[config.mk]
export PLATFORM = sky130hd
export DESIGN_NAME = udiv_seq_flat
export DESIGN_NICKNAME = d
export VERILOG_FILES = /design/src/rtl/udiv_seq_if.sv /design/src/rtl/udiv_seq.sv /design/src/flat_wrapper.sv
export SDC_FILE = /design/constraint.sdc
export NUM_CORES = 1
export LEC_CHECK = 0
export BUFFER_PORTS_ARGS = -buffer_cell sky130_fd_sc_hd__buf_2
export CAP_MARGIN = 10
export CORE_MARGIN = 1.5
export CORE_UTILIZATION = 36
export CTS_BUF_LIST = sky130_fd_sc_hd__clkbuf_8
export CTS_CLUSTER_DIAMETER = 80
export CTS_CLUSTER_SIZE = 8
export DETAILED_ROUTE_END_ITERATION = 10
export GPL_ROUTABILITY_DRIVEN = 0
export GPL_TIMING_DRIVEN = 0
export PLACE_DENSITY = 0.61
export SLEW_MARGIN = 20
export SYNTH_ARGS = -nofsm -noshare
export SYNTH_HDL_FRONTEND = slang
export SYNTH_SLANG_ARGS = --single-unit
[constraint.sdc]
create_clock -name clk -period 2.87 [get_ports clk]
set_input_delay 0.7175 -clock clk [delete_from_list [all_inputs] [get_ports clk]]
set_output_delay 0.7175 -clock clk [all_outputs]
set_load 0.005 [all_outputs]
[src/rtl/udiv_seq_if.sv]
// ---------------------------------------------------------------------------
// udiv_seq_if
// Request/result handshake bundle for the iterative unsigned divider.
//
//   in_valid     master -> slave   request valid
//   in_ready     slave  -> master  divider can accept a request
//   dividend     master -> slave   unsigned dividend (DW_N bits)
//   divisor      master -> slave   unsigned divisor  (DW_D bits)
//   out_valid    slave  -> master  result valid
//   out_ready    master -> slave   consumer accepts the result
//   quotient     slave  -> master  unsigned quotient (DW_N bits)
//   remainder    slave  -> master  unsigned remainder (DW_D bits)
//   div_by_zero  slave  -> master  result came from a divisor==0 request
// ---------------------------------------------------------------------------
interface udiv_seq_if #(
    parameter int DW_N = 16,
    parameter int DW_D = 8
);
    logic            in_valid;
    logic            in_ready;
    logic [DW_N-1:0] dividend;
    logic [DW_D-1:0] divisor;
    logic            out_valid;
    logic            out_ready;
    logic [DW_N-1:0] quotient;
    logic [DW_D-1:0] remainder;
    logic            div_by_zero;

    modport master (
        output in_valid, dividend, divisor, out_ready,
        input  in_ready, out_valid, quotient, remainder, div_by_zero
    );

    modport slave (
        input  in_valid, dividend, divisor, out_ready,
        output in_ready, out_valid, quotient, remainder, div_by_zero
    );
endinterface

[src/rtl/udiv_seq.sv]
// ---------------------------------------------------------------------------
// udiv_seq
// Iterative unsigned restoring divider, one quotient bit per clock.
// A DW_N-bit dividend is divided by a DW_D-bit divisor; the result is held
// on the result port until the consumer takes it.
//
//   clk    rising-edge clock
//   rst_n  asynchronous active-low reset
//   bus    udiv_seq_if.slave: request (in_valid/in_ready/dividend/divisor)
//          and result (out_valid/out_ready/quotient/remainder/div_by_zero)
//
// Timing: a normal request enters DONE DW_N edges after its accept edge; a
// divisor of zero goes straight to DONE on the accept edge. The result
// registers change only on entry to DONE, so they keep their last value
// after the result has been consumed.
// ---------------------------------------------------------------------------
module udiv_seq #(
    parameter int DW_N = 16,
    parameter int DW_D = 8
) (
    input  logic      clk,
    input  logic      rst_n,
    udiv_seq_if.slave bus
);

    localparam int CW = $clog2(DW_N);

    typedef enum logic [1:0] {
        IDLE = 2'd0,
        RUN  = 2'd1,
        DONE = 2'd2
    } state_t;

    state_t          state;
    state_t          state_next;

    logic [CW-1:0]   count;
    logic [DW_D-1:0] part_rem;   // partial remainder, always < divisor
    logic [DW_N-1:0] shift_q;    // dividend bits shifting out, quotient bits shifting in
    logic [DW_D-1:0] div_reg;

    logic [DW_N-1:0] quot_reg;
    logic [DW_D-1:0] rem_reg;
    logic            dbz_reg;

    logic            in_ready_s;
    logic            out_valid_s;
    logic            accept;
    logic            last_step;

    // Restoring step datapath
    logic            shift_hi;
    logic [DW_D-1:0] shift_lo;
    logic            q_bit;
    logic [DW_D-1:0] rem_step;
    logic [DW_N-1:0] q_step;

    assign accept    = (state == IDLE) && bus.in_valid;
    assign last_step = (state == RUN) && (count == CW'(DW_N - 1));

    // ------------------------------------------------------------------
    // FSM state register
    // ------------------------------------------------------------------
    // NOTE: state is updated with non-blocking assignments so every
    // always_ff block sees the pre-edge value of every other register.
    always_ff @(posedge clk or negedge rst_n) begin
        if (!rst_n) begin
            state <= IDLE;
        end else begin
            state <= state_next;
        end
    end

    // ------------------------------------------------------------------
    // FSM next state and handshake outputs
    // ------------------------------------------------------------------
    // NOTE: every output of this block gets a default before the case
    // statement, so no path leaves a value unassigned and no latch forms.
    always_comb begin
        state_next  = state;
        in_ready_s  = 1'b0;
        out_valid_s = 1'b0;
        case (state)
            IDLE: begin
                in_ready_s = 1'b1;
                if (bus.in_valid) begin
                    state_next = (bus.divisor == '0) ? DONE : RUN;
                end
            end
            RUN: begin
                if (last_step) begin
                    state_next = DONE;
                end
            end
            DONE: begin
                out_valid_s = 1'b1;
                if (bus.out_ready) begin
                    state_next = IDLE;
                end
            end
            default: begin
                state_next = IDLE;
            end
        endcase
    end

    // ------------------------------------------------------------------
    // One restoring step. The shifted remainder is DW_D+1 bits wide; it is
    // kept as a separate top bit plus DW_D low bits. If the top bit is set
    // the value certainly exceeds the divisor, and the true difference is
    // below the divisor, so the low DW_D bits of the subtraction are exact.
    // ------------------------------------------------------------------
    always_comb begin
        shift_hi = part_rem[DW_D-1];
        shift_lo = {part_rem[DW_D-2:0], shift_q[DW_N-1]};
        q_bit    = shift_hi || (shift_lo >= div_reg);
        rem_step = q_bit ? (shift_lo - div_reg) : shift_lo;
        q_step   = {shift_q[DW_N-2:0], q_bit};
    end

    // ------------------------------------------------------------------
    // Datapath and result registers
    // ------------------------------------------------------------------
    always_ff @(posedge clk or negedge rst_n) begin
        if (!rst_n) begin
            count    <= '0;
            part_rem <= '0;
            shift_q  <= '0;
            div_reg  <= '0;
            quot_reg <= '0;
            rem_reg  <= '0;
            dbz_reg  <= 1'b0;
        end else if (accept) begin
            count    <= '0;
            part_rem <= '0;
            shift_q  <= bus.dividend;
            div_reg  <= bus.divisor;
            if (bus.divisor == '0) begin
                quot_reg <= '1;
                rem_reg  <= bus.dividend[DW_D-1:0];
                dbz_reg  <= 1'b1;
            end
        end else if (state == RUN) begin
            count    <= count + 1'b1;
            part_rem <= rem_step;
            shift_q  <= q_step;
            if (last_step) begin
                quot_reg <= q_step;
                rem_reg  <= rem_step;
                dbz_reg  <= 1'b0;
            end
        end
    end

    assign bus.in_ready    = in_ready_s;
    assign bus.out_valid   = out_valid_s;
    assign bus.quotient    = quot_reg;
    assign bus.remainder   = rem_reg;
    assign bus.div_by_zero = dbz_reg;

endmodule

[src/flat_wrapper.sv]
// flat-port wrapper written by rule: the top's interface ports become plain ports
module udiv_seq_flat 
#(
    parameter int DW_N = 16,
    parameter int DW_D = 8
)
  (clk, rst_n, bus_in_valid, bus_dividend, bus_divisor, bus_out_ready, bus_in_ready, bus_out_valid, bus_quotient, bus_remainder, bus_div_by_zero);
  udiv_seq_if #(.DW_N(DW_N), .DW_D(DW_D)) bus_i ();
  input  logic clk;
  input  logic rst_n;
  input wire logic [$bits(bus_i.in_valid)-1:0] bus_in_valid;
  input wire logic [$bits(bus_i.dividend)-1:0] bus_dividend;
  input wire logic [$bits(bus_i.divisor)-1:0] bus_divisor;
  input wire logic [$bits(bus_i.out_ready)-1:0] bus_out_ready;
  output wire logic [$bits(bus_i.in_ready)-1:0] bus_in_ready;
  output wire logic [$bits(bus_i.out_valid)-1:0] bus_out_valid;
  output wire logic [$bits(bus_i.quotient)-1:0] bus_quotient;
  output wire logic [$bits(bus_i.remainder)-1:0] bus_remainder;
  output wire logic [$bits(bus_i.div_by_zero)-1:0] bus_div_by_zero;
  assign bus_i.in_valid = bus_in_valid;
  assign bus_i.dividend = bus_dividend;
  assign bus_i.divisor = bus_divisor;
  assign bus_i.out_ready = bus_out_ready;
  assign bus_in_ready = bus_i.in_ready;
  assign bus_out_valid = bus_i.out_valid;
  assign bus_quotient = bus_i.quotient;
  assign bus_remainder = bus_i.remainder;
  assign bus_div_by_zero = bus_i.div_by_zero;
  udiv_seq #(.DW_N(DW_N), .DW_D(DW_D)) u_core (.clk(clk), .rst_n(rst_n), .bus(bus_i));
endmodule
---- After elaboration in Yosys (flattened, before gate mapping) ----
Index checks and enable logic that the tools add are counted.
W data, S select, Z words.
word-level totals
  flip-flop bits (word level) ............. 63
operators by class
  order comparisons ....................... 1
  mux-type cells .......................... 26
  eq/ne operators ......................... 7
  reduce and logical (&&, ||, !) cells .... 9
  $add $sub $neg .......................... 2
operator list
  kind                   count
  $mux W16               6
  $mux W8                7
  $ge A8 B8 Y1           1
  $logic_not A8 Y1       1
  $mux W2                4
  $mux W4                2
  $sub A8 B8 Y8          1
  $mux W1                6
  $ne A2 B2 Y1 const B   3
  $pmux W2 S3            1
  $reduce_and A3 Y1      2
  $add A4 B1 Y4 const B  1
  $eq A4 B4 Y1 const B   1
  $reduce_bool A2 Y1     2
  $eq A2 B1 Y1 const B   1
  $eq A2 B2 Y1 const B   1
  $logic_and A1 B1 Y1    2
  $logic_not A2 Y1       1
  $ne A2 B1 Y1 const B   1
  $logic_or A1 B1 Y1     1

---- Depth between registers and ports, before layout ----
Gate-level depths: netlist of the first run.
  word-level depth ........................ 6
  gate-level depth with buffers ........... 10
  mapped depth without buffers ............ 9

---- Least setup slack after synthesis of the first run ----
OpenSTA, ideal clock, no wires.
  kind .................................... reg2reg
  from .................................... register u_core.shift_q[15]
  to ...................................... register u_core.part_rem[3]
  cell stages (with the launch flop) ...... 11
  arrival ................................. 2.008 ns
  period minus slack after synthesis ...... 2.145 ns
  slack ................................... 0.725 ns
  data required time ...................... 2.733 ns
  library setup time ...................... 0.137 ns
  path buffers ............................ 1
  path through ............................ dfrtp_1 inv_1 ha_1 inv_1 fa_1 nand3_1 a31oi_1 nor4_4 buf_6 mux2i_1 a21oi_1
between the ends
  cells in the longest elaborated chain, start to end .. 5
  elaborated cells on any way between the ends .. 6
  those cells by class .................... add/sub: 1; order compare: 1; mux: 3; reduce/logical: 1
ends and longest elaborated chain
  what                    RTL line         text
  from (decl)             udiv_seq.sv:39   logic [DW_N-1:0] shift_q;
  from (signal assigned)  udiv_seq.sv:136  shift_q <= bus.dividend;
  from (signal assigned)  udiv_seq.sv:146  shift_q <= q_step;
  $ge A8 B8 Y1            udiv_seq.sv:116  q_bit = shift_hi || (shift_lo >= div_reg);
  $logic_or A1 B1 Y1      udiv_seq.sv:116
  $mux W8 (*)             udiv_seq.sv:117  rem_step = q_bit ? (shift_lo - div_reg) : shift_lo;
  $mux W8 (*)             udiv_seq.sv:143  end else if (state == RUN) begin
  $mux W8 (*)             udiv_seq.sv:133  end else if (accept) begin
  to (signal assigned)    udiv_seq.sv:145  part_rem <= rem_step;
  to (decl)               udiv_seq.sv:38   logic [DW_D-1:0] part_rem;
Mark *: on every way between the ends. The rest lies on a longest branch, timed or not. The select of a mux whose other input is x is not followed.
A chain may end at the register's enable or synchronous reset.

---- Worst setup path after layout of the first run ----
  from .................................... register u_core.shift_q[15]
  to ...................................... register u_core.part_rem[4]
The elaborated chain is that of the path after synthesis.

==> results.tsv, run 1 <==
metric	value	unit
drv_slew	0	
start_util	0.368	
drv_cap	0	
numCtsBuffers	9	
final_common_cell	nand2_1	
power.leakage	1.72	nW
fin_nets	424	
syn-cell-area	0.00301	mm²
setup_viol_count_final	0	
clock.fmax	0.400	GHz
holdCritPathClass	in2async	
ys.warnings.count	0	
fin_crit	2.50	ns
tightest_slew	0.600	ns
antenna_found_initial	0	
num_io_pins	55	
cts.path.max_buffers	2	
irDropWorstVdd	0.382	mV
slew-limit-headroom	0.599	
hpwlAfterDp	5.61	mm
start_kind	flop	
die_y	94.5	µm
synth-main-ff-cell	dfrtp_1	
period_share	0.872	
synth_top_cell_by_area	dfrtp_1	
clk_pin_slew	0.07	ns
post_cts_buffers	0	
hold_viol	0	
synth_enable_flop_cells	0	
netlist_instances	320	
synth_seq_cells	63	
grt_overflow	0	
arrival	2.71	ns
antenna_left	0	
layout_common_cells	nand2_1, dfrtp_1, buf_2	
rows	33	
crit_fanout	10	
hold_slack	0.261	ns
cts_hold_buf	0	
drtIter0Drc	122	
io_buffers	54	
die_area	0.00892	mm²
insertion_delay	0.35	ns
dr.pass1.iters	4	
avgRoutedWirePerCell	15.2	µm
die_w	94.5	µm
fill_cells	813	
grt_util_all_layers	0.183	
end_kind	flop	
fin_setup_tns	0	ns
cts_max_level	3	
critPathRequiredTime	3.08	ns
placed_area	0.00344	mm²
numClockSinks	63	
root_buffer	clkbuf_8	
ys_async_sr_fraction	1.00	
grt_pass1_vias	2504	
num_vias	2600	
r2r_slack	0.37	ns
areaGrowthSynthToFinish	22.4	%
synth_area_leaders	dfrtp_1, nand2_1, o21ai_0	
post_cts_resized	0	
grt_max_degree	45	
synth_cell_types	39	
yosysTopAreaCellShare	0.523	
power.density	1290	mW/mm²
num_antenna_cells	0	
final_layout_size_suffix_gt1_frac	0.210	
ys_seq_area_frac	0.523	
core_area	0.00818	mm²
viasPerCell	5.24	
critical_path_class	reg2reg	
routed_wl	7.53	mm
drc	0	
cts_tree	yes	
grt_pass1_wl	12.3	mm
synth_nets	358	
final_cell_area	0.00369	mm²
status	finished, final reports clean	
avgSynthCellArea	9.41	µm²
skew	0.00911	ns
rsz0062_at_grt	false	
[cells by family (layout without fill, tap and decap cells)]
logic type / count (synthesis) / count (layout) / synth area share
XOR/XNOR: 3 / 3 / 0.00873
AND/OR/NAND/NOR: 113 / 113 / 0.167
AO/OA/AOI/OAI: 94 / 94 / 0.193
adder cells (fa/ha/maj): 10 / 10 / 0.0440
flip-flops: 63 / 63 / 0.523
multiplexers: 6 / 6 / 0.0204
buffers and inverters: 31 / 102 / 0.0432
[through the flow]
step	cells	total power [mW]	worst slack [ns]	util
after detailed placement	480	3.86	0.382	0.421
final	496	4.77	0.368	0.451
after CTS	496	4.81	0.368	0.451
after global routing	496	5.17	0.156	0.451
after floorplan	320	3.15	0.725	-
after global placement	479	3.79	0.413	0.418
[per-layer routing]
metal / GRT usage / routed length (µm) / vias to the layer above
met5: 0 / 0 / -
met4: 0.0784 / 109 / 0
li1: - / - / 1265
met2: 0.299 / 3630 / 53
met3: 0.0290 / 284 / 9
met1: 0.241 / 3500 / 1273
[synthesized netlist by cell type (2+ instances only)]
| library cell | number |
|---|---|
| nand2_1 | 67 |
| dfrtp_1 | 63 |
| o21ai_0 | 34 |
| nor2_1 | 17 |
| a31oi_1 | 14 |
| a21oi_1 | 13 |
| inv_1 | 13 |
| a22oi_1 | 11 |
| clkbuf_1 | 11 |
| ha_1 | 9 |
| nand3_1 | 9 |
| o22a_1 | 7 |
| o22ai_1 | 6 |
| buf_2 | 5 |
| mux2i_1 | 5 |
| and2_1 | 4 |
| nand2b_1 | 3 |
| nand4_1 | 3 |
| and3_1 | 2 |
| nor4_1 | 2 |
| o21ai_1 | 2 |
| or3_1 | 2 |
| xor2_1 | 2 |
[power by group]
part           internal [mW]  switching [mW]
clock network          0.579           0.365
registers               1.34           0.284
logic                  0.938            1.27
[layout make-up]
| type | count | area [µm²] | area share |
|---|---|---|---|
| clock buffers | 9 | 124 | 0.0336 |
| plain buffers | 18 | 81.3 | 0.0221 |
| clock inverters | 7 | 120 | 0.0326 |
| well taps | 105 | 131 | 0.0356 |
| inverters | 13 | 48.8 | 0.0132 |
| multi-input cells | 226 | 1310 | 0.354 |
| flip-flops and latches | 63 | 1580 | 0.428 |
| repair buffers | 55 | 300 | 0.0814 |
[worst paths after layout]
check                                             start                 endpoint  cells after the start
worst min-delay path                              rst_n       u_core.shift_q[15]                      1
min in group clk                u_core.bus.quotient[10]  u_core.bus.quotient[10]                      2
worst min register to register  u_core.bus.quotient[10]  u_core.bus.quotient[10]                      2
worst max-delay path                 u_core.shift_q[15]       u_core.part_rem[4]                     10
max in group asynchronous                         rst_n  u_core.bus.remainder[6]                      2
worst max register to register       u_core.shift_q[15]       u_core.part_rem[4]                     10
[worst max-delay path, stage by stage, from the launching register on]
cell and delay [ns]:
dfrtp_1 0.36, inv_1 0.09, ha_1 0.18, inv_1 0.06
fa_1 0.40, nand3_1 0.10, a31oi_1 0.11, nor4_4 0.42
buf_6 0.22, mux2i_1 0.31, a21oi_1 0.11
No activity file was read; power rests on OpenSTA's default activity.
==> run 2: changes to the inputs <==
Settings changed: REMOVE_ABC_BUFFERS set to 1, SKIP_LAST_GASP set to 1.
==> results.tsv, run 2 (same netlist as run 1, synthesis figures left out) <==
metric	value	unit
root_buffer	clkbuf_8	
io_buffers	54	
r2r_slack	0.37	ns
grt_pass1_vias	2416	
multiInputGateArea	0.00132	mm²
power_frac_seq	0.362	
ff2ff_path_depth	10	
final_cell_area	0.00358	mm²
end_kind	flop	
irDropWorstVdd	0.460	mV
crit_fanout	11	
drtIter0Drc	132	
cts_hold_buf	0	
hold_viol	0	
timing.rr.start	u_core.shift_q[15]	
fill_cells	824	
placed_area	0.00339	mm²
hpwlAfterDp	5.04	mm
rsz0062_at_grt	false	
rows	33	
holdCritPathClass	in2async	
power.leakage	1.69	nW
drv_cap	0	
drc	0	
place_ws	0.0930	ns
critical_path_class	reg2reg	
setup_ws	0.368	ns
p_comb_frac	0.491	
hold_slack	0.232	ns
die_y	94.5	µm
final_common_cell	nand2_1	
drv_slew	0	
clock.fmax	0.400	GHz
core_area	0.00818	mm²
clk_pin_slew	0.07	ns
antenna_left	0	
avgRoutedWirePerCell	15.1	µm
slew-limit-headroom	0.319	
tightest_slew	1.02	ns
num_vias	2552	
fin_nets	411	
die_area	0.00892	mm²
p_sw	1.85	mW
skew	0.00573	ns
grt_pass1_wl	12.0	mm
setup_viol_count_final	0	
critPathRequiredTime	3.12	ns
status	finished, final reports clean	
num_io_pins	55	
power.density	1250	mW/mm²
antenna_found_initial	0	
start_util	0.368	
period_share	0.872	
dr.pass1.iters	4	
fin_setup_tns	0	ns
grt_util_all_layers	0.176	
cts.path.max_buffers	2	
numCtsBuffers	9	
final_layout_size_suffix_gt1_frac	0.218	
arrival	2.75	ns
num_antenna_cells	0	
cts_max_level	3	
grt_overflow	0	
regArea	0.00158	mm²
cts_tree	yes	
routed_wl	7.29	mm
grt_max_degree	52	
r2r_end	u_core.bus.remainder[0]	
viasPerCell	5.29	
p_sw_frac	0.414	
numClockSinks	63	
fin_util	0.438	
areaGrowthSynthToFinish	18.9	%
start_kind	flop	
insertion_delay	0.33	ns
pwr-share-clk	0.147	
die_w	94.5	µm
layout_common_cells	nand2_1, dfrtp_1, buf_2	
fin_crit	2.50	ns
internal_power	2.62	mW
==> run 2: changes by cell type in the layout (fill, tap and decap cells not counted), sizes merged <==
| cell | change |
|---|---|
| clkbuf | -10 |
| bufinv | -3 |
| buf | -2 |
| clkinv | +1 |
==> run 2: area by class of cell <==
| type | count | share of cell area |
|---|---|---|
| Sequential cell | 63 | 0.440 |
| Multi-Input combinational cell | 226 | 0.368 |
| Timing Repair Buffer | 60 | 0.0954 |
| Clock buffer | 10 | 0.0384 |
| Tap cell | 105 | 0.0367 |
| Inverter | 13 | 0.0136 |
| Clock inverter | 5 | 0.00734 |
==> run 2: repair_timing <==
item	CTS	global route
gates resized for setup	0	0
buffers inserted	0	4
endpoints found under the setup margin	0	10
==> run 2: worst max-delay path by stage <==
stage	start	to	cells past startpoint	slack (ns)
global placement	u_core.state[1]	u_core.bus.remainder[6]	5	-1.57
global route	u_core.shift_q[15]	u_core.bus.remainder[0]	10	0.18
floorplan	u_core.state[1]	u_core.bus.remainder[5]	5	0.003
CTS	u_core.shift_q[15]	u_core.part_rem[0]	9	0.07
detailed placement	u_core.shift_q[15]	u_core.part_rem[0]	9	0.09
finish	u_core.shift_q[15]	u_core.bus.remainder[0]	10	0.37
==> run 2: power groups by stage <==
stage               registers (mW)  clock network [mW]  logic [mW]
global placement              1.63                   0        2.04
CTS                           1.62               0.678        2.12
global route                  1.68               0.723        2.47
floorplan                     1.59                   0        1.50
detailed placement            1.64                   0        2.11
finish                        1.62               0.658        2.20
==> run 2: routing by layer <==
metal | vias to the layer above | track usage | share of wire
met2 | 69 | 0.261 | 0.45
met4 | 0 | 0.0920 | 0.017
met5 | - | 0 | 0
met3 | 9 | 0.0354 | 0.049
li1 | 1234 | - | -
met1 | 1240 | 0.243 | 0.48
==> run 2: worst max-delay path, stage by stage (launching register included) <==
cell and delay [ns]:
dfrtp_1 0.36, inv_1 0.09, ha_1 0.19, inv_1 0.06, fa_1 0.40, nand3_1 0.11, a31oi_1 0.16, nor4_4 0.29
buf_4 0.23, mux2_2 0.36, o21ai_0 0.16
==> run 2: through the flow <==
step | instances | total power, mW
global route | 482 | 4.88
global placement | 461 | 3.67
finish | 482 | 4.48
floorplan | 302 | 3.09
CTS | 478 | 4.42
detailed placement | 463 | 3.75
